[src/rtl/memory_sdpram.sv]
// memory_sdpram: simple dual-port RAM, one write port (A) and one read port (B)
// on a single common clock. Storage primitive for synchronous FIFOs and buffers.
//
// Ports:
//   clk     common clock for both ports
//   rst_n   async active-low reset; clears the read output registers only
//   ena     write port enable
//   wea     per-lane write enables, one bit per BYTE_WRITE_WIDTH slice of dina
//   addra   write address (writes at or beyond DEPTH are dropped)
//   dina    write data
//   enb     read enable for the first read stage
//   regceb  clock enable for the second output register (READ_LATENCY=2 only)
//   addrb   read address (reads at or beyond DEPTH return zero)
//   doutb   read data; combinational (latency 0) or registered (latency 1/2)
module memory_sdpram #(
    parameter int                    ADDR_WIDTH       = 6,
    parameter int                    DATA_WIDTH       = 32,
    parameter int                    BYTE_WRITE_WIDTH = 32,
    parameter int                    MEMORY_SIZE      = 2048,
    parameter int                    READ_LATENCY     = 1,
    parameter logic [DATA_WIDTH-1:0] READ_RESET_VALUE = '0
) (
    input  logic                                     clk,
    input  logic                                     rst_n,
    input  logic                                     ena,
    input  logic [DATA_WIDTH/BYTE_WRITE_WIDTH-1:0]   wea,
    input  logic [ADDR_WIDTH-1:0]                    addra,
    input  logic [DATA_WIDTH-1:0]                    dina,
    input  logic                                     enb,
    input  logic                                     regceb,
    input  logic [ADDR_WIDTH-1:0]                    addrb,
    output logic [DATA_WIDTH-1:0]                    doutb
);

    localparam int DEPTH     = MEMORY_SIZE / DATA_WIDTH;
    localparam int NUM_LANES = DATA_WIDTH / BYTE_WRITE_WIDTH;
    localparam int IDX_W     = (DEPTH > 1) ? $clog2(DEPTH) : 1;
    // One extra bit so the range compare holds even when DEPTH == 2**ADDR_WIDTH.
    localparam logic [ADDR_WIDTH:0] DEPTH_A = (ADDR_WIDTH + 1)'(DEPTH);

    if (DEPTH > (1 << ADDR_WIDTH)) begin : g_err_depth
        $error("memory_sdpram: DEPTH exceeds 2**ADDR_WIDTH");
    end
    if ((DATA_WIDTH % BYTE_WRITE_WIDTH) != 0) begin : g_err_lane
        $error("memory_sdpram: DATA_WIDTH is not a multiple of BYTE_WRITE_WIDTH");
    end
    if ((READ_LATENCY < 0) || (READ_LATENCY > 2)) begin : g_err_lat
        $error("memory_sdpram: READ_LATENCY must be 0, 1 or 2");
    end

    // Contents come up as zero (bitstream/power-up init) and are never reset.
    logic [DATA_WIDTH-1:0] mem_q [DEPTH] = '{default: '0};

    logic                  wr_ok;
    logic                  rd_ok;
    logic [IDX_W-1:0]      wr_idx;
    logic [IDX_W-1:0]      rd_idx;
    logic [DATA_WIDTH-1:0] rd_word;

    always_comb begin
        wr_ok   = ena && ({1'b0, addra} < DEPTH_A);
        rd_ok   = ({1'b0, addrb} < DEPTH_A);
        wr_idx  = addra[IDX_W-1:0];
        rd_idx  = addrb[IDX_W-1:0];
        rd_word = rd_ok ? mem_q[rd_idx] : '0;
    end

    // Per-lane write; rd_word samples the pre-edge contents, so a same-address
    // read on the write edge is naturally read-first.
    always_ff @(posedge clk) begin
        for (int i = 0; i < NUM_LANES; i++) begin
            if (wr_ok && wea[i]) begin
                mem_q[wr_idx][i*BYTE_WRITE_WIDTH +: BYTE_WRITE_WIDTH] <=
                    dina[i*BYTE_WRITE_WIDTH +: BYTE_WRITE_WIDTH];
            end
        end
    end

    if (READ_LATENCY == 0) begin : g_lat0
        logic unused_rd_ctrl;
        assign unused_rd_ctrl = &{1'b0, enb, regceb, rst_n};
        assign doutb = rd_word;
    end else begin : g_lat12
        logic [DATA_WIDTH-1:0] r1_d;
        logic [DATA_WIDTH-1:0] r1_q;

        always_comb begin
            r1_d = r1_q;
            if (enb) begin
                r1_d = rd_word;
            end
        end

        always_ff @(posedge clk or negedge rst_n) begin
            if (!rst_n) begin
                r1_q <= READ_RESET_VALUE;
            end else begin
                r1_q <= r1_d;
            end
        end

        if (READ_LATENCY == 1) begin : g_lat1
            logic unused_regceb;
            assign unused_regceb = &{1'b0, regceb};
            assign doutb = r1_q;
        end else begin : g_lat2
            logic [DATA_WIDTH-1:0] r2_d;
            logic [DATA_WIDTH-1:0] r2_q;

            always_comb begin
                r2_d = r2_q;
                if (regceb) begin
                    r2_d = r1_q;
                end
            end

            always_ff @(posedge clk or negedge rst_n) begin
                if (!rst_n) begin
                    r2_q <= READ_RESET_VALUE;
                end else begin
                    r2_q <= r2_d;
                end
            end

            assign doutb = r2_q;
        end
    end

endmodule

[config.mk]
export PLATFORM = sky130hd
export DESIGN_NAME = memory_sdpram
export DESIGN_NICKNAME = d
export VERILOG_FILES = /design/src/rtl/memory_sdpram.sv
export SDC_FILE = /design/constraint.sdc
export NUM_CORES = 2
export LEC_CHECK = 0
export CAP_MARGIN = 20
export CORE_ASPECT_RATIO = 0.5
export CORE_MARGIN = 3
export CORE_UTILIZATION = 60
export CTS_BUF_LIST = sky130_fd_sc_hd__clkbuf_8
export DETAILED_ROUTE_END_ITERATION = 12
export PLACE_DENSITY = 0.76
export SLEW_MARGIN = 30
export SYNTH_ARGS = -nofsm -noshare
export SYNTH_HDL_FRONTEND = slang
export SYNTH_SLANG_ARGS = --single-unit
[constraint.sdc]
create_clock -name clk -period 2.02 [get_ports clk]
set_input_delay 0.303 -clock clk [delete_from_list [all_inputs] [get_ports clk]]
set_output_delay 0.303 -clock clk [all_outputs]
set_load 0.02 [all_outputs]
[Yosys cells after proc, flatten, opt, wreduce, memory -nomap -nowiden]
Memories as Yosys holds them, arrays and structs flattened. A register that Yosys moved wholly into a read port is not among the register bits.
Cells that the tools add are included.
Storage, ports and cells
  flip-flop bits (word level): 0
  bits of input ports: 50
  RAM bits: 2048
  memories kept: 1
Memories
  mem_q: words 64, bits a word 32, read ports 1, clocked after memory_dff 1, wr ports 1, RTL line 52  | logic [DATA_WIDTH-1:0] mem_q [DEPTH] = '{default: '0};
Cells by class
  multiplexer cells: 2
  reductions and logical operators: 2
Operators with widths (count)
  2-to-1 mux 1 bit: 2
  logical AND 1 bit: 1
  logical NOT 1 bit: 1

[Logic depth before layout (Yosys ltp)]
  depth in word-level cells: 3
  mapped depth: 10
  gate-level depth less buffers: 6

[Least setup slack after synthesis]
No wires, ideal clock.
  kind: input -> register
  start: input addra[5]
  end: memory mem_q[48][0], enable pin
  data arrival time: 3.085 ns
  required time: 1.559 ns
  setup time: 0.461 ns
  slack: -1.526 ns
  cell stages on the path: 5
  path through: clkbuf_1 > nand2_1 > nor3_1 > nand2b_1 > nor3_1
RTL lines
  start: declaration: RTL line 27  | input logic [ADDR_WIDTH-1:0] addra,
  end: declaration: RTL line 52
Straight into the memory's write port.

==> flow_metrics.py <==
metrics = {
    "critical_path": {
        "critPathBufInv": 0,
        "crit_path_start_kind": "register",
        "cp_slowest_cell": "mux4_2",
        "cp_cell_sequence": "mux4_2 -> mux2i_1 -> nor2_1 -> o32ai_1 -> o221ai_1",
        "crit_fanout": 1,
        "end_kind": "register",
        "path_delay_family": "multiplexers",
        "worstPathArrival_ns": 2.81,
        "cp.required_ns": 2.85,
        "rrSetupSlack_ns": 0.04,
        "critical_path_class": "reg -> reg",
        "cpPeakStageDelay_ns": 0.51,
    },
    "synth": {
        "ys.flop_type": "edfxtp_1",
        "netlist_area_um2": 80000,
        "ys_seq_elements": 2080,
        "synth.avg_cell_area_um2": 20.8,
        "yosys-top-cells-area": "edfxtp_1 77%, mux4_2 9.9%, mux2i_1 4.0%, mux2_2 1.3%, nor2_1 1.1%",
        "syn_inst": 3845,
        "syn_nets": 3895,
        "synth_warnings": 0,
        "yosysTopAreaCellShare": 0.769,
        "synth.largest_area_cell": "edfxtp_1",
        "async_flop_share": 0.0154,
        "synth_cell_types": 35,
        "synth_edf_count": 2048,
        "yosysSeqAreaShare": 0.779,
    },
    "clocking": {
        "cts_tree": "done",
        "cts_buffers": 292,
        "cts_sinks": 2080,
        "path_clk_slew_ns": 0.07,
        "clk_path_buf_depth": 4,
        "worstSkewPairLatency_ns": 1.00,
        "postCtsSetupBuffers": 0,
        "htree_num_levels": 5,
        "ctsRootBufferMaster": "clkbuf_8",
    },
    "outcome": {
        "status": "finished, final reports clean",
    },
    "hold_path": {
        "hp-class": "in -> reg",
    },
    "floorplan": {
        "fp.dieH_um": 264,
        "core_um2": 132000,
        "start_util": 0.607,
        "fp.dieW_um": 522,
        "dieArea_um2": 138000,
        "fp-row-count": 94,
        "io_pins": 82,
    },
    "placed_design": {
        "place_area_um2": 88600,
        "dp_hpwl_mm": 130,
        "finalWeightedCongestion": 0.938,
        "pre_cts_ws_ns": -0.746,
        "place_inst": 6032,
        "port_buffers": 80,
    },
    "timing": {
        "fin_skew_ns": 0.0626,
        "tightest_slew_ns": 0.866,
        "hold_ws_ns": 0.178,
        "maxSlewHeadroom": 0.423,
        "finalSetupViolations": 0,
        "maxSlewViolCount": 0,
        "tns_ns": 0,
        "period_share": 0.981,
        "hold_violations": 0,
        "fin_crit_ns": 1.98,
        "clock.fmax_mhz": 504,
        "setup_ws_ns": 0.0375,
    },
    "power": {
        "p_per_area_nw_per_um2": 882,
        "ir_worst_vdd_mv": 0.759,
        "power_leakage_nw": 31.3,
    },
    "detailed_routing": {
        "drtAntennaViolNets": 0,
        "wire_per_inst_um": 31.8,
        "dr.pass1.iters": 5,
        "num_vias": 43000,
        "drc": 0,
        "drtIter0Drc": 6504,
        "via_per_inst": 6.58,
        "drt-total-wl_mm": 208,
    },
    "job": {
        "maxCapViolations": 0,
    },
    "global_route": {
        "grt_pass1_wl_mm": 301,
        "grt_max_degree": 65,
        "grt_use_total": 0.306,
        "grt_overflow": 0,
        "antenna_found_initial": 20,
        "grt_pass1_vias": 43200,
    },
    "finish": {
        "design_area_um2": 93700,
        "area_delta_synth_final_pct": 17.2,
        "drive_gt1_frac": 0.315,
        "layout.nets": 4631,
        "fin_cells": 6533,
    },
}
-- where the power goes --
| group | total [mW] | switching (mW) | internal (mW) |
|---|---|---|---|
| Sequential | 47.9 | 0.217 | 47.6 |
| Clock | 29.0 | 15.0 | 14.0 |
| Combinational | 5.79 | 3.44 | 2.35 |
| Total | 82.7 | 18.7 | 64.0 |
-- cell families (layout without fill, tap and decap cells) --
kind of cell / Yosys count / count (layout) / share of synthesized area
mux: 770 / 770 / 0.153
buf+inv: 221 / 1124 / 0.0139
compound gates: 319 / 319 / 0.0264
flops: 2080 / 2080 / 0.779
simple gates: 455 / 455 / 0.0275
other cells: 0 / 9 / 0
-- cell usage in the layout, fill, tap and decap left out, types with 14 or more instances in the layout --
cell type / instances
o22ai_1: 97
a21oi_1: 89
edfxtp_1: 2048
buf_2: 49
nor2_1: 162
buf_12: 171
clkinv_1: 43
buf_4: 392
dfrtp_2: 18
o32ai_1: 30
mux2i_1: 321
dfrtp_1: 14
o221ai_1: 33
dlygate4sd3_1: 35
nor2_4: 62
nand2_1: 38
mux2_2: 95
nor2b_1: 96
inv_1: 93
clkinv_2: 15
a211oi_1: 62
mux4_2: 353
nor4_1: 61
clkbuf_8: 300
-- state kept, by name (all words and copies together) (netlist names) --
register,count
mem_q,2048
doutb,32
-- path summary, 6_finish.rpt --
check | cells after the start | start | to
setup / recovery | 5 | mem_q[33][7]$_DFFE_PP_ | doutb[7]$_DFFE_PN0P_
hold / removal | 2 | dina[25] | mem_q[44][25]$_DFFE_PP_
setup reg to reg | 5 | mem_q[33][7]$_DFFE_PP_ | doutb[7]$_DFFE_PN0P_
hold reg to reg | 5 | mem_q[22][10]$_DFFE_PP_ | doutb[10]$_DFFE_PN0P_
max in group asynchronous | 4 | rst_n | doutb[11]$_DFFE_PN0P_
min in group asynchronous | 4 | rst_n | doutb[21]$_DFFE_PN0P_
-- synth_stat cells, types with 2 or more instances --
library cell,instances
o32ai_1,31
nand4bb_1,2
a21oi_1,96
dfrtp_1,32
nand3_1,4
nand2b_1,5
edfxtp_1,2048
o22ai_1,97
clkbuf_1,83
nor3_1,3
buf_6,20
a211oi_1,62
buf_1,20
buf_4,5
nand4b_1,3
o221ai_1,33
nor2b_1,97
buf_2,92
nand3b_1,3
mux2i_1,321
nor4_1,62
mux4_2,353
nor2_1,224
mux2_2,95
nand2_1,44
-- metal layers --
layer / vias to the layer above / wire [um] / GRT usage
met3: 442 / 28700 / 0.0919
met4: 24 / 7830 / 0.113
met1: 22100 / 77300 / 0.442
met2: 2987 / 93700 / 0.449
met5: - / 174 / 0
li1: 17400 / - / -
-- per-stage QoR --
stage          power, mW   util
2_1_floorplan       51.2      -
3_3_place_gp        54.3  0.672
3_5_place_dp        54.5  0.672
4_1_cts             82.9  0.710
5_1_grt             85.1  0.711
6_report            82.7  0.711
-- what timing repair did --
action,CTS,global route
endpoints found under the setup margin,34,6
endpoints found under the hold margin,1555,48
hold buffers,34,1
resized for setup,157,8
-- final cells by class --
class | count | area [um^2]
Fill cell | 7448 | 38100
Multi-Input combinational cell | 1544 | 17100
Clock buffer | 300 | 4130
Tap cell | 1776 | 2220
Antenna cell | 9 | 22.5
Timing Repair Buffer | 663 | 7140
Clock inverter | 161 | 728
Sequential cell | 2080 | 62300
Power figures use the tool's default switching activity.
